### config.mk
export PLATFORM = sky130hd
export DESIGN_NAME = cmp_issue_ctrl_flat
export DESIGN_NICKNAME = d
export VERILOG_FILES = /design/src/rtl/cmp_issue_ctrl_if.sv /design/src/rtl/cmp_issue_ctrl.sv /design/src/flat_wrapper.sv
export SDC_FILE = /design/constraint.sdc
export NUM_CORES = 1
export LEC_CHECK = 0
export BUFFER_PORTS_ARGS = -buffer_cell sky130_fd_sc_hd__buf_4
export CAP_MARGIN = 20
export CELL_PAD_IN_SITES_DETAIL_PLACEMENT = 1
export CELL_PAD_IN_SITES_GLOBAL_PLACEMENT = 2
export CORE_MARGIN = 3
export CORE_UTILIZATION = 24
export CTS_CLUSTER_DIAMETER = 200
export DETAILED_ROUTE_END_ITERATION = 6
export GPL_ROUTABILITY_DRIVEN = 0
export PLACE_DENSITY_LB_ADDON = 0.15
export REMOVE_ABC_BUFFERS = 1
export SETUP_SLACK_MARGIN = 0.02
export SLEW_MARGIN = 20
export SYNTH_ARGS = -nofsm -noshare
export SYNTH_HDL_FRONTEND = slang
export SYNTH_SLANG_ARGS = --single-unit
### constraint.sdc
create_clock -name CLK -period 1.6 [get_ports CLK]
set_input_delay 0.08 -clock CLK [delete_from_list [all_inputs] [get_ports CLK]]
set_output_delay 0.08 -clock CLK [all_outputs]
set_load 0.03 [all_outputs]
### src/rtl/cmp_issue_ctrl_if.sv
// Request/comparator/response signal bundle for cmp_issue_ctrl.
// master: the issue controller's view. slave: the environment's view.
// The RSP_MISMATCH signal exists only when CMP_ISSUE_CHECK_EN is defined.
interface cmp_issue_ctrl_if #(
  parameter int WIDTH = 16
);
  logic                    REQ_VALID;
  logic                    REQ_READY;
  logic signed [WIDTH-1:0] REQ_A;
  logic signed [WIDTH-1:0] REQ_B;
  logic [1:0]              REQ_FUN;
  logic signed [WIDTH-1:0] CMP_A;
  logic signed [WIDTH-1:0] CMP_B;
  logic [1:0]              CMP_FUN;
  logic                    CMP_Enable;
  logic [1:0]              CMP_OUT;
  logic                    CMP_Flag;
  logic                    RSP_VALID;
  logic                    RSP_READY;
  logic [1:0]              RSP_CODE;
  logic                    RSP_ERR;
`ifdef CMP_ISSUE_CHECK_EN
  logic                    RSP_MISMATCH;
`endif

  modport master (
    input  REQ_VALID, REQ_A, REQ_B, REQ_FUN, CMP_OUT, CMP_Flag, RSP_READY,
`ifdef CMP_ISSUE_CHECK_EN
    output RSP_MISMATCH,
`endif
    output REQ_READY, CMP_A, CMP_B, CMP_FUN, CMP_Enable, RSP_VALID, RSP_CODE, RSP_ERR
  );

  modport slave (
    output REQ_VALID, REQ_A, REQ_B, REQ_FUN, CMP_OUT, CMP_Flag, RSP_READY,
`ifdef CMP_ISSUE_CHECK_EN
    input  RSP_MISMATCH,
`endif
    input  REQ_READY, CMP_A, CMP_B, CMP_FUN, CMP_Enable, RSP_VALID, RSP_CODE, RSP_ERR
  );
endinterface

### src/rtl/cmp_issue_ctrl.sv
// cmp_issue_ctrl: issues one compare request at a time to a registered comparator,
// waits for its flag (bounded by TIMEOUT cycles) and returns the 2-bit result on a
// valid/ready response port.
// Optional build macro CMP_ISSUE_CHECK_EN adds a local signed reference and the
// RSP_MISMATCH response bit.
module cmp_issue_ctrl #(
  parameter int WIDTH   = 16,
  parameter int TIMEOUT = 8
) (
  input  logic         CLK,
  input  logic         RST,
  cmp_issue_ctrl_if.master bus
);

  localparam int CNT_W = $clog2(TIMEOUT + 1);
  localparam logic [CNT_W-1:0] CNT_LAST = CNT_W'(TIMEOUT - 1);
  localparam logic [CNT_W-1:0] CNT_SAT  = CNT_W'(TIMEOUT);

  typedef enum logic [1:0] {
    S_IDLE  = 2'd0,
    S_ISSUE = 2'd1,
    S_WAIT  = 2'd2,
    S_RESP  = 2'd3
  } state_t;

  state_t                  state_q;
  state_t                  state_d;
  logic [CNT_W-1:0]        wait_cnt;
  logic signed [WIDTH-1:0] op_a_p0;
  logic signed [WIDTH-1:0] op_b_p0;
  logic [1:0]              op_fun_p0;
  logic [1:0]              rsp_code_p1;
  logic                    rsp_err_p1;
  logic                    accept;

`ifdef CMP_ISSUE_CHECK_EN
  logic                    rsp_mismatch_p1;

  // Expected comparator answer for a function code on signed operands.
  function automatic logic [1:0] ref_code(input logic signed [WIDTH-1:0] a,
                                          input logic signed [WIDTH-1:0] b,
                                          input logic [1:0]              fun);
    logic [1:0] r;
    r = 2'd0;
    case (fun)
      2'b01:   r = (a == b) ? 2'd1 : 2'd0;
      2'b10:   r = (a > b)  ? 2'd2 : 2'd0;
      2'b11:   r = (a < b)  ? 2'd3 : 2'd0;
      default: r = 2'd0;
    endcase
    return r;
  endfunction
`endif

  assign accept = (state_q == S_IDLE) && bus.REQ_VALID;

  // State register.
  always_ff @(posedge CLK) begin
    if (RST) state_q <= S_IDLE;
    else     state_q <= state_d;
  end

  // Next-state and handshake/strobe outputs; a flag coinciding with the last wait
  // cycle is taken as a real answer rather than a timeout.
  always_comb begin
    state_d        = state_q;
    bus.REQ_READY  = 1'b0;
    bus.CMP_Enable = 1'b0;
    bus.RSP_VALID  = 1'b0;
    case (state_q)
      S_IDLE: begin
        bus.REQ_READY = 1'b1;
        if (bus.REQ_VALID) state_d = S_ISSUE;
      end
      S_ISSUE: begin
        bus.CMP_Enable = 1'b1;
        state_d        = S_WAIT;
      end
      S_WAIT: begin
        if (bus.CMP_Flag || (wait_cnt == CNT_LAST)) state_d = S_RESP;
      end
      S_RESP: begin
        bus.RSP_VALID = 1'b1;
        if (bus.RSP_READY) state_d = S_IDLE;
      end
      default: state_d = S_IDLE;
    endcase
  end

  // Stage 0: operands held on the comparator inputs from acceptance to the next one.
  always_ff @(posedge CLK) begin
    if (RST) begin
      op_a_p0   <= '0;
      op_b_p0   <= '0;
      op_fun_p0 <= 2'b00;
    end else if (accept) begin
      op_a_p0   <= bus.REQ_A;
      op_b_p0   <= bus.REQ_B;
      op_fun_p0 <= bus.REQ_FUN;
    end
  end

  // Wait-cycle counter: cleared on issue, saturating while waiting for the flag.
  always_ff @(posedge CLK) begin
    if (RST)                          wait_cnt <= '0;
    else if (state_q == S_ISSUE)      wait_cnt <= '0;
    else if ((state_q == S_WAIT) && !bus.CMP_Flag && (wait_cnt != CNT_SAT))
                                      wait_cnt <= wait_cnt + 1'b1;
  end

  // Stage 1: response capture, only while waiting, so one capture per request.
  always_ff @(posedge CLK) begin
    if (RST) begin
      rsp_code_p1 <= 2'd0;
      rsp_err_p1  <= 1'b0;
    end else if (state_q == S_WAIT) begin
      if (bus.CMP_Flag) begin
        rsp_code_p1 <= bus.CMP_OUT;
        rsp_err_p1  <= 1'b0;
      end else if (wait_cnt == CNT_LAST) begin
        rsp_code_p1 <= 2'd0;
        rsp_err_p1  <= 1'b1;
      end
    end
  end

`ifdef CMP_ISSUE_CHECK_EN
  // Mismatch against the local reference; a timeout never reports a mismatch.
  always_ff @(posedge CLK) begin
    if (RST) begin
      rsp_mismatch_p1 <= 1'b0;
    end else if (state_q == S_WAIT) begin
      if (bus.CMP_Flag)
        rsp_mismatch_p1 <= (bus.CMP_OUT != ref_code(op_a_p0, op_b_p0, op_fun_p0));
      else if (wait_cnt == CNT_LAST)
        rsp_mismatch_p1 <= 1'b0;
    end
  end

  assign bus.RSP_MISMATCH = rsp_mismatch_p1;
`endif

  assign bus.CMP_A    = op_a_p0;
  assign bus.CMP_B    = op_b_p0;
  assign bus.CMP_FUN  = op_fun_p0;
  assign bus.RSP_CODE = rsp_code_p1;
  assign bus.RSP_ERR  = rsp_err_p1;

endmodule

### src/flat_wrapper.sv
// flat-port wrapper written by rule: the top's interface ports become plain ports
module cmp_issue_ctrl_flat 
#(
  parameter int WIDTH   = 16,
  parameter int TIMEOUT = 8
)
  (CLK, RST, bus_REQ_VALID, bus_REQ_A, bus_REQ_B, bus_REQ_FUN, bus_CMP_OUT, bus_CMP_Flag, bus_RSP_READY, bus_REQ_READY, bus_CMP_A, bus_CMP_B, bus_CMP_FUN, bus_CMP_Enable, bus_RSP_VALID, bus_RSP_CODE, bus_RSP_ERR);
  cmp_issue_ctrl_if #(.WIDTH(WIDTH)) bus_i ();
  input  logic CLK;
  input  logic RST;
  input wire logic [$bits(bus_i.REQ_VALID)-1:0] bus_REQ_VALID;
  input wire logic [$bits(bus_i.REQ_A)-1:0] bus_REQ_A;
  input wire logic [$bits(bus_i.REQ_B)-1:0] bus_REQ_B;
  input wire logic [$bits(bus_i.REQ_FUN)-1:0] bus_REQ_FUN;
  input wire logic [$bits(bus_i.CMP_OUT)-1:0] bus_CMP_OUT;
  input wire logic [$bits(bus_i.CMP_Flag)-1:0] bus_CMP_Flag;
  input wire logic [$bits(bus_i.RSP_READY)-1:0] bus_RSP_READY;
  output wire logic [$bits(bus_i.REQ_READY)-1:0] bus_REQ_READY;
  output wire logic [$bits(bus_i.CMP_A)-1:0] bus_CMP_A;
  output wire logic [$bits(bus_i.CMP_B)-1:0] bus_CMP_B;
  output wire logic [$bits(bus_i.CMP_FUN)-1:0] bus_CMP_FUN;
  output wire logic [$bits(bus_i.CMP_Enable)-1:0] bus_CMP_Enable;
  output wire logic [$bits(bus_i.RSP_VALID)-1:0] bus_RSP_VALID;
  output wire logic [$bits(bus_i.RSP_CODE)-1:0] bus_RSP_CODE;
  output wire logic [$bits(bus_i.RSP_ERR)-1:0] bus_RSP_ERR;
  assign bus_i.REQ_VALID = bus_REQ_VALID;
  assign bus_i.REQ_A = bus_REQ_A;
  assign bus_i.REQ_B = bus_REQ_B;
  assign bus_i.REQ_FUN = bus_REQ_FUN;
  assign bus_i.CMP_OUT = bus_CMP_OUT;
  assign bus_i.CMP_Flag = bus_CMP_Flag;
  assign bus_i.RSP_READY = bus_RSP_READY;
  assign bus_REQ_READY = bus_i.REQ_READY;
  assign bus_CMP_A = bus_i.CMP_A;
  assign bus_CMP_B = bus_i.CMP_B;
  assign bus_CMP_FUN = bus_i.CMP_FUN;
  assign bus_CMP_Enable = bus_i.CMP_Enable;
  assign bus_RSP_VALID = bus_i.RSP_VALID;
  assign bus_RSP_CODE = bus_i.RSP_CODE;
  assign bus_RSP_ERR = bus_i.RSP_ERR;
  cmp_issue_ctrl #(.WIDTH(WIDTH), .TIMEOUT(TIMEOUT)) u_core (.CLK(CLK), .RST(RST), .bus(bus_i));
endmodule
**Word-level counts from Yosys, hierarchy flattened**

Cells that the tools add are included.

- Bits in registers: 43
- Input bits: 41
- Output and inout bits: 40
- Word-level logic and storage cells: 37

- Add/sub/neg operators: 1
- Equal/unequal tests: 8
- Muxes and demuxes: 11
- Reduce and logical (&&, ||, !) cells: 10

Operators with widths:

| kind | number |
|---|---|
| $mux W2 | 5 |
| $pmux W2 S4 | 1 |
| $mux W1 | 5 |
| $add A4 B1 Y4 const B | 1 |
| $eq A2 B2 Y1 const B | 2 |
| $eq A4 B3 Y1 const B | 1 |
| $ne A2 B2 Y1 const B | 2 |
| $ne A4 B4 Y1 const B | 1 |
| $logic_and A1 B1 Y1 | 3 |
| $reduce_and A3 Y1 | 1 |
| $eq A2 B1 Y1 const B | 1 |
| $logic_not A2 Y1 | 1 |
| $ne A2 B1 Y1 const B | 1 |
| $reduce_and A2 Y1 | 1 |
| $reduce_bool A2 Y1 | 1 |
| $reduce_or A2 Y1 | 1 |
| $logic_not A1 Y1 | 1 |
| $logic_or A1 B1 Y1 | 1 |

**Longest topological paths before layout**

- Depth after elaboration: 4
- Depth in mapped cells: 7
- Gate-level depth less buffers: 5

**Worst setup path after synthesis**

Ideal clock, no wire load.

- Kind: register to register
- Start: register u_core.state_q[0]
- End: register u_core.op_a_p0[10] (netlist: u_core.bus.CMP_A[10])
- Library setup time: 70 ps
- Data arrival time: 1534 ps
- Required time: 1530 ps
- Slack: -4 ps
- Stages on the path, launching flop included: 8
- Path buffers: 2
- Clock period less this slack: 1604 ps
- Cells stage by stage: dfxtp_1 -> inv_1 -> ha_1 -> and2_1 -> buf_2 -> clkbuf_1 -> nand2_1 -> a21oi_1

- Cells in the longest elaborated chain, start to end: 2

Ends and longest elaborated chain:

| item | RTL line | text |
|---|---|---|
| start, declared | cmp_issue_ctrl.sv:26 | `state_t state_q;` |
| start signal, assigned | cmp_issue_ctrl.sv:60 | `else state_q <= state_d;` |
| $logic_not A2 Y1 | cmp_issue_ctrl.sv:55 | `assign accept = (state_q == S_IDLE) && bus.REQ_VALID;` |
| $logic_and A1 B1 Y1 | cmp_issue_ctrl.sv:55 |  |
| end signal, assigned | cmp_issue_ctrl.sv:97 | `op_a_p0 <= bus.REQ_A;` |
| end, declared | cmp_issue_ctrl.sv:29 | `logic signed [WIDTH-1:0] op_a_p0;` |

No other way between the ends.
A chain may end at the register's enable or synchronous reset.

**Final worst setup path**

- Start: register u_core.state_q[0]
- End: register u_core.state_q[0]

- Cells in the longest elaborated chain, start to end: 3
- Elaborated cells on any way between the ends: 9
- Those cells by class: eq/ne (6); mux (1); reduce/logical (2)

Ends and longest elaborated chain:

| item | RTL line | text |
|---|---|---|
| $eq A2 B2 Y1 or $logic_not A2 Y1 (tied branches) | cmp_issue_ctrl.sv:70 | `case (state_q)` |
| $ne A2 B1 Y1 (no source line) or $ne A2 B2 Y1 (tied branches) | -- |  |
| $reduce_and A3 Y1 (no source line) | -- |  |

Several ways; a longest one is shown, not always the timed one.

==> run_results.csv <==
group,metric,value,unit
floorplanning,die_h,89.9,um
grt,grt_max_degree,44,
routing,ant_nets,0,
setup_path,critPathCaptureType,"register",
sta,hold_viol,0,
grt,grt_pass1_wl,8030,um
setup_path,critPathLaunchType,"register",
sta,worstMarginPinSlew,0.445,ns
setup_path,crit_type,"register to register",
sta,setup_viol,0,
routing,first_pass_iters,4,
routing,via_count,1648,
clock_tree,cts_hold_buf,0,
floorplanning,die_w,89.9,um
setup_path,reg2reg_slack,0.11,ns
clock_tree,clock-sinks,43,
clock_tree,cts_max_path_buffers,2,
setup_path,path_max_fanout,4,
grt,grt_pass1_vias,1685,
placement,pre_cts_ws,0.0720,ns
sta,timing.final.crit_share,93.3,%
final_layout,nNetsFinal,334,
worst_hold_path,hp-start,"bus_CMP_Flag",
worst_hold_path,min_path_type,"primary input to register",
final_layout,num_antenna_cells,0,
setup_path,rr_endpoint,"u_core.state_q[0]$_SDFFE_PP0P_",
synthesis,synth_seq_area_share,51.0,%
sta,fin_skew,0.00522,ns
placement,dpl_cell_area,2410,sq um
worst_hold_path,hold_end,"u_core.bus.RSP_ERR$_SDFFE_PP0P_",
setup_path,reg2reg_depth,5,
power_and_ir_drop,power_density,1480,nW/um^2
placement,port_buffers,80,
synthesis,synth.top_cell.area_share,51.0,%
routing,drc_errors,0,
run,maxCapViolations,0,
sta,worst_slack,0.107,ns
synthesis,synthCells,207,
floorplanning,pin_count,81,
final_layout,syn2layout_area_growth,51.4,%
clock_tree,clock_latency,0.30,ns
synthesis,ys_warn_count,0,
routing,viasPerCell,4.34,
clock_tree,numCtsBuffers,5,
floorplanning,dieArea,8070,sq um
synthesis,synth_seq_cells,43,
setup_path,cp.arrival,1.70,ns
worst_hold_path,min_path_cells,2,
grt,antenna_found_initial,0,
final_layout,post-route-util,38.9,%
run_status,status,"completed",
power_and_ir_drop,p_leak,0.00110,uW
synthesis,synth_top_cell_by_area,"dfxtp_1",
clock_tree,ctsResizeCount,0,
clock_tree,path_clk_slew,0.08,ns
synthesis,syn-cell-area,1690,sq um
routing,routedWlPerCell,12.9,um
sta,drv_slew,0,
synthesis,syn_area_per_cell,8.15,sq um
floorplanning,core_area,6570,sq um
grt,grtUsageTotal,12.1,%
routing,wirelength,4900,um
synthesis,synth.area.top_cells,"dfxtp_1 (51%), nand2_1 (15%), a21oi_1 (12%), ha_1 (5.2%), o21ai_0 (1.8%)",
routing,drt_iter0_drc,47,
clock_tree,cts_setup_buffers,0,
final_layout,layout-drive-gt1-share,33.1,%
placement,dpl.hpwl,3410,um
sta,rsz0062_at_grt,"true",
clock_tree,cts.root.buffer_cell,"clkbuf_8",
synthesis,netlist-cell-type-count,24,
floorplanning,initial_utilization,25.7,%
sta,fin_crit,1.49,ns
power_and_ir_drop,peakVddDrop,0.615,mV
clock_tree,h-tree-depth,2,
sta,slew-limit-headroom,70.3,%
setup_path,r2r-start,"u_core.state_q[0]$_SDFFE_PP0P_",
floorplanning,num_rows,29,
final_layout,final_area,2550,sq um
setup_path,cp_data_required_time,1.80,ns
clock_tree,tritoncts,"done",
grt,gr-total-overflow,0,
sta,timing.fmax,670,MHz
## layer usage
metal / wire length, um / global-route usage (%)
met3: 440 / 5.84
met5: 0 / 0
met2: 2290 / 19.8
met1: 2130 / 14.4
met4: 37 / 2.68
## registers in the layout, summed over array words and instances (netlist names)
signal	cells
u_core.bus.CMP_FUN	2
u_core.wait_cnt	4
u_core.bus.CMP_A	16
u_core.bus.CMP_B	16
u_core.bus.RSP_CODE	2
u_core.bus.RSP_ERR	1
u_core.state_q	2
## critical path, cell delays in order, from the launching register on
cell,delay (ns)
dfxtp_2,0.35
inv_1,0.11
ha_1,0.26
nor2b_1,0.16
a211o_1,0.30
a211oi_1,0.23
## worst max path at each step
stage | startpoint | to | slack, ns | cells past startpoint
6_report | u_core.state_q[0]$_SDFFE_PP0P_ | u_core.state_q[0]$_SDFFE_PP0P_ | 0.11 | 5
3_5_place_dp | u_core.state_q[0]$_SDFFE_PP0P_ | u_core.state_q[0]$_SDFFE_PP0P_ | 0.07 | 5
3_3_place_gp | u_core.state_q[0]$_SDFFE_PP0P_ | u_core.wait_cnt[2]$_SDFFE_PP0P_ | 0.12 | 5
4_1_cts | u_core.state_q[0]$_SDFFE_PP0P_ | u_core.state_q[0]$_SDFFE_PP0P_ | 0.05 | 5
2_1_floorplan | u_core.state_q[0]$_SDFFE_PP0P_ | u_core.bus.CMP_A[0]$_SDFFE_PP0P_ | -0.18 | 5
5_1_grt | u_core.state_q[0]$_SDFFE_PP0P_ | u_core.state_q[0]$_SDFFE_PP0P_ | 0.01 | 5
## logic make-up after synthesis
family | count (synthesis) | share of synthesized area, %
DFF | 43 | 51.0
AOI/OAI and AO/OA | 49 | 15.2
adders and majority gates | 7 | 5.19
and+or+nand+nor | 91 | 24.2
buffers and inverters | 16 | 3.78
muxes | 1 | 0.593
## power breakdown
group | switching, uW | total (uW) | leakage (uW) | internal (uW)
logic | 874 | 1420 | 0.000684 | 545
registers | 101 | 1360 | 0.000352 | 1260
clock network | 377 | 1000 | 0.0000654 | 624
## synthesized netlist by cell type
master / number
a211oi_1: 2
or2_2: 1
nand2_1: 69
o21a_1: 1
or4_1: 1
nand3b_1: 2
and2_1: 1
ha_1: 7
nor4_1: 1
nand3_1: 3
dfxtp_1: 43
buf_2: 3
o21ai_0: 6
a21oi_1: 39
inv_1: 5
a211o_1: 1
and3b_1: 2
mux2i_1: 1
nand2b_2: 1
nand2b_1: 4
nand4b_1: 2
clkbuf_1: 8
nor2b_1: 3
or3_1: 1
## stage by stage
| stage | total power [uW] | setup TNS [ns] | cells | hold WS, ns |
|---|---|---|---|---|
| after global placement | 2810 | 0 | 372 | 0.320 |
| after floorplan | 2190 | -6.20 | 196 | 0.149 |
| final | 3780 | 0 | 380 | 0.0109 |
| after CTS | 3840 | 0 | 380 | 0.000321 |
| after global routing | 4010 | 0 | 380 | 0.0194 |
| after detailed placement | 2820 | 0 | 372 | 0.325 |
## cells in the final DEF, fill, tap and decap left out, types with 2 or more instances in the layout
master     netlist  final
inv_1            5      5
nand3b_1         2      2
buf_4            0     81
nand4b_1         2      2
nand2_1         69     69
buf_12           0      2
and3b_1          2      2
bufinv_16        0      2
dfxtp_2          0      2
a211oi_1         2      2
clkbuf_8         0      5
o21ai_0          6      6
nor2b_1          3      3
ha_1             7      6
a21oi_1         39     39
nand2b_1         4      4
dfxtp_1         43     41
nand3_1          3      3
## cell type report
cell class                 instances  area (sq um)
multi-input combinational        148           776
sequential                        43           863
inverter                           5          18.8
fill                             773          4010
tap                               93           116
clock inverter                     2          60.1
timing repair buffer              83           648
clock buffer                       6          72.6
Power figures use the tool's default switching activity.
